`src/rtl/f_event_logger_pkg.sv`:
```
// Shared types and default sizing for the F-edge event logger.
// TRACE_CHANGE_EN adds a kind bit to each record (1 = F edge, 0 = state change only).
package f_log_pkg;

  localparam int DEPTH_DEF = 4;
  localparam int TS_W_DEF  = 8;
  localparam int CNT_W_DEF = 8;
  localparam int PTR_W     = $clog2(DEPTH_DEF);

  // One logged record: state at the event plus the pre-increment timestamp.
  typedef struct packed {
`ifdef TRACE_CHANGE_EN
    logic                kind;
`endif
    logic [2:0]          state;
    logic [TS_W_DEF-1:0] ts;
  } rec_t;

endpackage

```
`src/rtl/f_event_logger_if.sv`:
```
// Host read port of the event logger: show-ahead valid/ready record stream.
// TRACE_CHANGE_EN adds the rd_kind field.
interface f_event_logger_if #(parameter int TS_W = 8);

  logic            rd_valid;
  logic            rd_ready;
  logic [2:0]      rd_state;
  logic [TS_W-1:0] rd_ts;
`ifdef TRACE_CHANGE_EN
  logic            rd_kind;

  modport master (output rd_valid, rd_state, rd_ts, rd_kind, input rd_ready);
  modport slave  (input rd_valid, rd_state, rd_ts, rd_kind, output rd_ready);
`else
  modport master (output rd_valid, rd_state, rd_ts, input rd_ready);
  modport slave  (input rd_valid, rd_state, rd_ts, output rd_ready);
`endif

endinterface

```
`src/rtl/f_event_logger_trace_fifo.sv`:
```
// Generic show-ahead FIFO. A push into a full FIFO is still accepted when a
// pop happens in the same cycle; clr empties it and blocks that cycle's push/pop.
module trace_fifo
  import f_log_pkg::*;
#(
  parameter int DEPTH = DEPTH_DEF,
  parameter int WIDTH = 8
) (
  input  logic             clk,
  input  logic             rst_n,
  input  logic             clr,
  input  logic             push,
  input  logic             pop_req,
  input  logic [WIDTH-1:0] wdata,
  output logic             accepted,
  output logic [WIDTH-1:0] rdata,
  output logic             valid,
  output logic             full
);

  localparam int AW = $clog2(DEPTH);
  localparam int CW = AW + 1;

  logic [WIDTH-1:0] mem [DEPTH];
  logic [AW-1:0]    wr_ptr;
  logic [AW-1:0]    rd_ptr;
  logic [CW-1:0]    occ;
  logic             do_pop;

  assign valid    = (occ != '0);
  assign full     = (occ == CW'(DEPTH));
  assign do_pop   = pop_req & valid & ~clr;
  assign accepted = push & (~full | do_pop) & ~clr;

  // Head is presented combinationally; an empty FIFO shows zeros rather than stale data.
  assign rdata = valid ? mem[rd_ptr] : '0;

  // Pointer and occupancy bookkeeping.
  always_ff @(posedge clk or negedge rst_n) begin
    // NOTE: sequential state uses non-blocking (<=) so every register samples pre-edge values.
    if (!rst_n) begin
      wr_ptr <= '0;
      rd_ptr <= '0;
      occ    <= '0;
    end else if (clr) begin
      wr_ptr <= '0;
      rd_ptr <= '0;
      occ    <= '0;
    end else begin
      if (accepted) wr_ptr <= wr_ptr + AW'(1);
      if (do_pop)   rd_ptr <= rd_ptr + AW'(1);
      case ({accepted, do_pop})
        2'b10:   occ <= occ + CW'(1);
        2'b01:   occ <= occ - CW'(1);
        default: occ <= occ;
      endcase
    end
  end

  // Record storage written at the tail.
  // NOTE: storage has no reset; occupancy gates visibility, so stale words are never read.
  always_ff @(posedge clk) begin
    if (accepted) mem[wr_ptr] <= wdata;
  end

endmodule

```
`src/rtl/f_event_logger.sv`:
```
// Logs each rising edge of F as a timestamped {S, ts} record into a small FIFO,
// with a saturating event counter and a sticky overflow flag.
// Optional feature macro: TRACE_CHANGE_EN (also log changes of S, with a kind bit).
module f_event_logger
  import f_log_pkg::*;
#(
  parameter int DEPTH = DEPTH_DEF,
  parameter int TS_W  = TS_W_DEF,
  parameter int CNT_W = CNT_W_DEF
) (
  input  logic             CLK,
  input  logic             RESET,
  input  logic             F,
  input  logic [2:0]       S,
  input  logic             en,
  input  logic             clr,
  f_event_logger_if.master rd,
  output logic [CNT_W-1:0] event_cnt,
  output logic             full,
  output logic             overflow
);

  logic            f_d;
  logic [TS_W-1:0] ts;
  logic            evt;
  logic            push;
  logic            push_ok;
  rec_t            wr_rec;
  rec_t            rd_rec;

  assign evt = en & F & ~f_d;

`ifdef TRACE_CHANGE_EN
  logic [2:0] s_d;
  logic       chg;

  assign chg         = en & (S != s_d);
  assign push        = evt | chg;
  assign wr_rec.kind = evt;
  assign rd.rd_kind  = rd_rec.kind;

  // Registered copy of S for change detection; tracks S regardless of en or clr.
  always_ff @(posedge CLK or negedge RESET) begin
    if (!RESET) s_d <= '0;
    else        s_d <= S;
  end
`else
  assign push = evt;
`endif

  // Record carries the current S and the timestamp before this cycle's increment.
  assign wr_rec.state = S;
  assign wr_rec.ts    = ts;

  assign rd.rd_state = rd_rec.state;
  assign rd.rd_ts    = rd_rec.ts;

  trace_fifo #(
    .DEPTH (DEPTH),
    .WIDTH ($bits(rec_t))
  ) u_fifo (
    .clk      (CLK),
    .rst_n    (RESET),
    .clr      (clr),
    .push     (push),
    .pop_req  (rd.rd_ready),
    .wdata    (wr_rec),
    .accepted (push_ok),
    .rdata    (rd_rec),
    .valid    (rd.rd_valid),
    .full     (full)
  );

  // Edge-detect delay, timestamp, saturating counter and sticky overflow.
  always_ff @(posedge CLK or negedge RESET) begin
    if (!RESET) begin
      f_d       <= 1'b0;
      ts        <= '0;
      event_cnt <= '0;
      overflow  <= 1'b0;
    end else begin
      f_d <= F;
      if (clr) begin
        ts        <= '0;
        event_cnt <= '0;
        overflow  <= 1'b0;
      end else begin
        if (en)                       ts        <= ts + TS_W'(1);
        if (evt && (event_cnt != '1)) event_cnt <= event_cnt + CNT_W'(1);
        if (push && !push_ok)         overflow  <= 1'b1;
      end
    end
  end

endmodule

```
`src/flat_wrapper.sv`:
```
// flat-port wrapper written by rule: the top's interface ports become plain ports
module f_event_logger_flat import f_log_pkg::*;
#(
  parameter int DEPTH = DEPTH_DEF,
  parameter int TS_W  = TS_W_DEF,
  parameter int CNT_W = CNT_W_DEF
)
  (CLK, RESET, F, S, en, clr, event_cnt, full, overflow, rd_rd_valid, rd_rd_state, rd_rd_ts, rd_rd_ready);
  f_event_logger_if #(.TS_W(TS_W)) rd_i ();
  input  logic CLK;
  input  logic RESET;
  input  logic F;
  input  logic [2:0] S;
  input  logic en;
  input  logic clr;
  output logic [CNT_W-1:0] event_cnt;
  output logic full;
  output logic overflow;
  output wire logic [$bits(rd_i.rd_valid)-1:0] rd_rd_valid;
  output wire logic [$bits(rd_i.rd_state)-1:0] rd_rd_state;
  output wire logic [$bits(rd_i.rd_ts)-1:0] rd_rd_ts;
  input wire logic [$bits(rd_i.rd_ready)-1:0] rd_rd_ready;
  assign rd_rd_valid = rd_i.rd_valid;
  assign rd_rd_state = rd_i.rd_state;
  assign rd_rd_ts = rd_i.rd_ts;
  assign rd_i.rd_ready = rd_rd_ready;
  f_event_logger #(.DEPTH(DEPTH), .TS_W(TS_W), .CNT_W(CNT_W)) u_core (.CLK(CLK), .RESET(RESET), .F(F), .S(S), .en(en), .clr(clr), .rd(rd_i), .event_cnt(event_cnt), .full(full), .overflow(overflow));
endmodule
```
`config.mk`:
```
export PLATFORM = sky130hd
export DESIGN_NAME = f_event_logger_flat
export DESIGN_NICKNAME = d
export VERILOG_FILES = /design/src/rtl/f_event_logger_pkg.sv /design/src/rtl/f_event_logger_if.sv /design/src/rtl/f_event_logger_trace_fifo.sv /design/src/rtl/f_event_logger.sv /design/src/flat_wrapper.sv
export SDC_FILE = /design/constraint.sdc
export NUM_CORES = 1
export LEC_CHECK = 0
export ABC_AREA = 0
export CAP_MARGIN = 10
export CORE_UTILIZATION = 55
export CTS_CLUSTER_SIZE = 8
export DETAILED_ROUTE_END_ITERATION = 10
export PLACE_DENSITY = 0.86
export SLEW_MARGIN = 20
export SYNTH_ARGS = -nofsm -noshare
export SYNTH_HDL_FRONTEND = slang
export SYNTH_SLANG_ARGS = --single-unit
```
`constraint.sdc`:
```
create_clock -name CLK -period 3 [get_ports CLK]
set_input_delay 0.6 -clock CLK [delete_from_list [all_inputs] [get_ports CLK]]
set_output_delay 0.6 -clock CLK [all_outputs]
set_load 0.01 [all_outputs]
```
==> impl_metrics.yaml, run 1 <==
yosys:
  synth-edff-count: 44
  synthArstFlopShare_pct: 36.23
  postSynthCellCount: 213
  synth_area_um2: 3065
  synthesis.nets: 229
  yosys_most_used_dff: "edfxtp_1"
  yosys_warnings: 0
  yosysSeqAreaShare_pct: 63.51
  ys_ff_latch: 69
  syn_avg_cell_area_um2: 14.39
  ys_types: 39
clock_tree:
  clock_path_buffers: 2
  cts_sinks: 69
  cts_setup_buffers: 0
  post_cts_resized: 0
  clkTransAtPathRegs_ns: 0.07
  cts_made_buffers: 9
  tritoncts: "built"
  hold_buffers: 0
  htreeDepth: 3
  clk_latency_ns: 0.34
  cts-root-buf: "clkbuf_8"
drt:
  wire_per_inst_um: 16.46
  drtPass1Iterations: 5
  vias: 1845
  drc: 0
  first_iter_violations: 81
  ant_nets: 0
  viasPerCell: 5.642
  drt_wl_total_um: 5381
sta:
  period_minus_slack_ns: 2.773
  period_share_pct: 92.42
  setup_tns_ns: 0
  timing.fmax_mhz: 360.7
  rsz0062_at_grt: "false"
  worst_pin_slew_ns: 0.5430
  setup_viol_count_final: 0
  final_hold_viol_count: 0
  slew_viol_final: 0
  relSlewSlack_pct: 63.80
  fin_skew_ns: 0.005626
placement:
  gp_congestion: 0.8075
  dp_hpwl_um: 3605
  portBuffers: 30
setup_path:
  worst_path_max_delay_cell: "mux4_2"
  crit_required_ns: 2.40
  end_kind: "output pin"
  path_class: "reg -> out"
  start_kind: "flip-flop"
  worst-endpoint-arrival_ns: 2.17
  max_stage_delay_ns: 0.56
  path_cells: "buf_4 -> mux4_2 -> and2_1 -> clkdlybuf4s50_1"
  path_delay_family: "buffers and inverters"
  critical_path_buf_inv_count: 2
  path_max_fanout: 11
  r2r_setup_slack_ns: 0.44
die:
  die_width_um: 76.66
  coreArea_um2: 5238
  rows: 26
  die_area_um2: 5876
  die_y_um: 76.66
  initial_core_util_pct: 58.53
  num_io_pins: 31
global_route:
  busiest_layer: "met2"
  grt_overflow_total: 0
  grt_use_total_pct: 20.65
  gr-usage-met2_pct: 33.42
  grt_first_pass_wirelength_um: 8976
  met3_usage_pct: 4.286
  grt_max_degree: 26
  met1_usage_pct: 25.96
  antenna_found_initial: 0
  grt_pass1_vias: 1819
outcome:
  status: "finished clean"
pwr:
  powerDensity_nw_per_um2: 561.9
  peakVddDrop_mv: 0.3744
  finalPower_mw: 2.077
  cellLeakagePower_nw: 1.403
finish:
  area_growth_pct: 20.61
  nNetsFinal: 268
  antenna_cells: 0
  drive_gt1_share_pct: 14.01
worst_hold_path:
  hold_path_class: "reg -> reg"
run:
  drv_cap: 0
## cells in the final DEF, fill, tap and decap left out, types with 3 or more instances in the layout
master / count
nor2_1: 21
o211ai_1: 3
xnor2_1: 3
nor3_1: 4
dfrtp_1: 25
inv_1: 3
clkdlybuf4s50_1: 30
nand3_1: 4
o21ai_0: 3
a21oi_1: 3
nand4_1: 4
a211oi_1: 3
edfxtp_1: 44
a31oi_1: 3
xor2_1: 10
mux4_2: 11
nand2_1: 8
bufinv_16: 3
and2_1: 17
and3_1: 3
buf_4: 9
or3_1: 3
clkbuf_8: 9
nor2b_1: 3
mux2i_1: 5
ha_1: 6
## final timing paths
path | start | to | cells after the start
setup / recovery | u_core.u_fifo.rd_ptr[0] | rd_rd_ts[4] | 4
setup reg to reg | u_core.u_fifo.occ[2] | u_core.u_fifo.occ[2] | 6
hold / removal | u_core.overflow | u_core.overflow | 2
hold reg to reg | u_core.overflow | u_core.overflow | 2
max in group asynchronous | RESET | u_core.ts[0] | 2
min in group asynchronous | RESET | u_core.u_fifo.occ[0] | 2
## Yosys cell counts (5+ instances only)
master / instances / share of area, %
mux2i_1: 5 / 1.6
nand2_1: 8 / 0.98
xor2_1: 10 / 2.9
edfxtp_1: 44 / 43
ha_1: 6 / 2.4
mux4_2: 11 / 8.1
dfrtp_1: 25 / 20
nor2_1: 21 / 2.6
and2_1: 17 / 3.5
## state kept, by name, summed over array words and instances (netlist names)
register and count:
u_core.u_fifo.wr_ptr 2, u_core.overflow 1, u_core.event_cnt 8, u_core.u_fifo.rd_ptr 2, u_core.u_fifo.occ 3, u_core.f_d 1, u_core.ts 8, u_core.u_fifo.mem 44
## layer usage
metal	vias to the layer above	share of wire, %
li1	872	-
met2	46	50
met4	0	2.9
met5	-	0
met1	913	44
met3	14	3.3
## power by group
group | internal, mW | switching (mW) | leakage [nW]
combinational | 0.0787 | 0.0684 | 0.512
sequential | 1.02 | 0.0165 | 0.776
clock | 0.552 | 0.340 | 0.115
total | 1.65 | 0.425 | 1.40
## logic make-up (layout without fill, tap and decap cells)
group / count (synthesis) / count (layout) / synth area share (%)
compound gates: 20 / 20 / 4.449
xor+xnor: 13 / 13 / 3.714
fa+ha+maj: 7 / 7 / 3.102
buf+inv: 14 / 58 / 2.367
flops: 69 / 69 / 63.51
mux: 17 / 17 / 10.08
simple gates: 73 / 73 / 12.78
## area by class of cell
| type | count | area, um^2 |
|---|---|---|
| Clock buffer | 10 | 127.6 |
| Multi-Input combinational cell | 130 | 1046 |
| Inverter | 3 | 11.26 |
| Sequential cell | 69 | 1947 |
| Clock inverter | 6 | 110.1 |
| Tap cell | 70 | 87.58 |
| Timing Repair Buffer | 39 | 367.9 |
| Fill cell | 361 | 1540 |
## worst reg2reg max path, cell delays in order (launching register included)
cell	delay, ns
dfrtp_1	0.48
or3_1	0.61
nand2_1	0.18
nor3_1	0.08
fa_1	0.42
or4_1	0.53
a31oi_1	0.19
## metrics by stage
stage	cells	setup WS (ns)	util (%)	instance area, um^2	hold slack (ns)
floorplan	213	0.6200	-	3065	0.3044
global placement	311	0.3076	66.05	3460	0.4833
detailed placement	311	0.1999	66.05	3460	0.4969
CTS	327	0.2007	70.59	3697	0.5127
global route	327	0.1445	70.59	3697	0.5556
finish	327	0.2274	70.59	3697	0.5115
(Power assumes the default switching activity.)
==> run 2: changes to the inputs <==
CORE_UTILIZATION = 53   (was 55)
PLACE_DENSITY = 0.84   (was 0.86)
==> run 2 against run 1 <==
Against the previous run:
- first-iteration DRC count is 110% higher
- cell count up 0.31%
- setup slack got worse by 0.038 ns
- count of clock-buffer cells in the layout increased by 1
- critical path type unchanged
- largest cell class unchanged
==> impl_metrics.yaml, run 2 (synthesis results as in run 1) <==
clock_tree:
  tritoncts: "built"
  clock_path_buffers: 2
  clkTransAtPathRegs_ns: 0.07
  clk_latency_ns: 0.33
  hold_buffers: 0
  cts-root-buf: "clkbuf_8"
  cts_made_buffers: 9
  cts_sinks: 69
  htreeDepth: 3
  post_cts_resized: 0
  cts_setup_buffers: 0
setup_path:
  worst-endpoint-arrival_ns: 2.21
  rr_worst_depth: 6
  start_kind: "flip-flop"
  end_kind: "output pin"
  path_max_fanout: 11
  crit_required_ns: 2.40
  rr_startpoint: "u_core.u_fifo.occ[2]"
  path_class: "reg -> out"
  rr_endpoint: "u_core.u_fifo.occ[2]"
  r2r_setup_slack_ns: 0.31
die:
  initial_core_util_pct: 55.33
  die_area_um2: 6092
  die_y_um: 78.05
  rows: 27
  die_width_um: 78.05
  coreArea_um2: 5540
  num_io_pins: 31
drt:
  drt_wl_total_um: 5444
  wire_per_inst_um: 16.60
  drc: 0
  ant_nets: 0
  drtPass1Iterations: 4
  first_iter_violations: 171
  viasPerCell: 5.646
  vias: 1852
pwr:
  peakVddDrop_mv: 0.3848
  powerDensity_nw_per_um2: 498.7
  cellLeakagePower_nw: 1.357
finish:
  nNetsFinal: 267
  top_register: "u_core.u_fifo.mem"
  final_cell_mix: "edfxtp_1 (44), clkdlybuf4s50_1 (30), dfrtp_1 (25)"
  fillCellCount: 390
  largestRegisters: "u_core.u_fifo.mem x44, u_core.event_cnt x8, u_core.ts x8"
  drive_gt1_share_pct: 12.89
  largest_reg_flops: 44
  area_growth_pct: 17.88
  layout_commonest_cell: "edfxtp_1"
  antenna_cells: 0
global_route:
  grt_overflow_total: 0
  busiest_layer: "met2"
  grt_first_pass_wirelength_um: 9059
  antenna_found_initial: 0
  grt_max_degree: 26
  met1_usage_pct: 26.30
  grt_use_total_pct: 20.50
  grt_pass1_vias: 1844
  met3_usage_pct: 6.279
  gr-usage-met2_pct: 31.49
placement:
  gp_congestion: 0.7485
  dp_hpwl_um: 3703
  portBuffers: 30
sta:
  final_hold_viol_count: 0
  worst_pin_slew_ns: 0.5743
  relSlewSlack_pct: 61.71
  period_minus_slack_ns: 2.811
  holdWs_ns: 0.5449
  period_share_pct: 93.69
  rsz0062_at_grt: "false"
  fin_skew_ns: 0.006994
  setup_tns_ns: 0
  timing.fmax_mhz: 355.8
  setup_viol_count_final: 0
  slew_viol_final: 0
worst_hold_path:
  min_from: "u_core.overflow"
  holdPathStages: 2
  hold_path_end: "u_core.overflow"
  hold_path_class: "reg -> reg"
outcome:
  status: "finished clean"
run:
  drv_cap: 0
==> run 2: power by group <==
group          total, mW  switching (mW)  internal (mW)
clock              0.615           0.322          0.293
combinational      0.149          0.0703         0.0788
sequential          1.04          0.0159           1.02
==> run 2: stage by stage <==
step / cells / total power [mW] / cell area (um^2) / setup WS (ns) / utilization (%)
final: 328 / 1.802 / 3613 / 0.1892 / 65.22
after global routing: 328 / 1.874 / 3613 / 0.1170 / 65.22
after CTS: 328 / 1.820 / 3613 / 0.1645 / 65.22
after detailed placement: 312 / 1.208 / 3455 / 0.2609 / 62.35
after global placement: 312 / 1.202 / 3455 / 0.4456 / 62.35
after floorplan: 213 / 1.139 / 3065 / 0.6200 / -
==> run 2: cell type report <==
class	count	area (um^2)	share of cell area [%]
flip-flops and latches	69	1947	53.88
repair buffers	38	360.3	9.972
multi-input cells	130	1046	28.95
clock buffers	11	131.4	3.636
well taps	72	90.09	2.493
inverters	3	11.26	0.3116
clock inverters	5	27.53	0.7618
==> run 2: worst max-delay path by stage <==
stage,startpoint,end,cells past startpoint
after floorplan,en,u_core.u_fifo.occ[2],8
after global placement,F,u_core.u_fifo.occ[2],6
after detailed placement,F,u_core.u_fifo.occ[2],6
after CTS,u_core.u_fifo.rd_ptr[0],rd_rd_ts[2],4
after global routing,u_core.u_fifo.rd_ptr[0],rd_rd_ts[3],4
final,u_core.u_fifo.rd_ptr[0],rd_rd_ts[2],4
==> run 2: critical path, cell delays in order, from the launching register on <==
cell	delay, ns
dfrtp_1	0.40
buf_4	0.27
mux4_2	0.56
and2_1	0.17
clkdlybuf4s50_1	0.47
==> run 2: layer usage <==
| metal | share of wire, % | vias up | wire [um] |
|---|---|---|---|
| li1 | - | 864 | - |
| met1 | 43 | 935 | 2344 |
| met2 | 50 | 43 | 2741 |
| met3 | 3.9 | 10 | 213 |
| met4 | 2.6 | 0 | 144 |
| met5 | 0 | - | 0 |
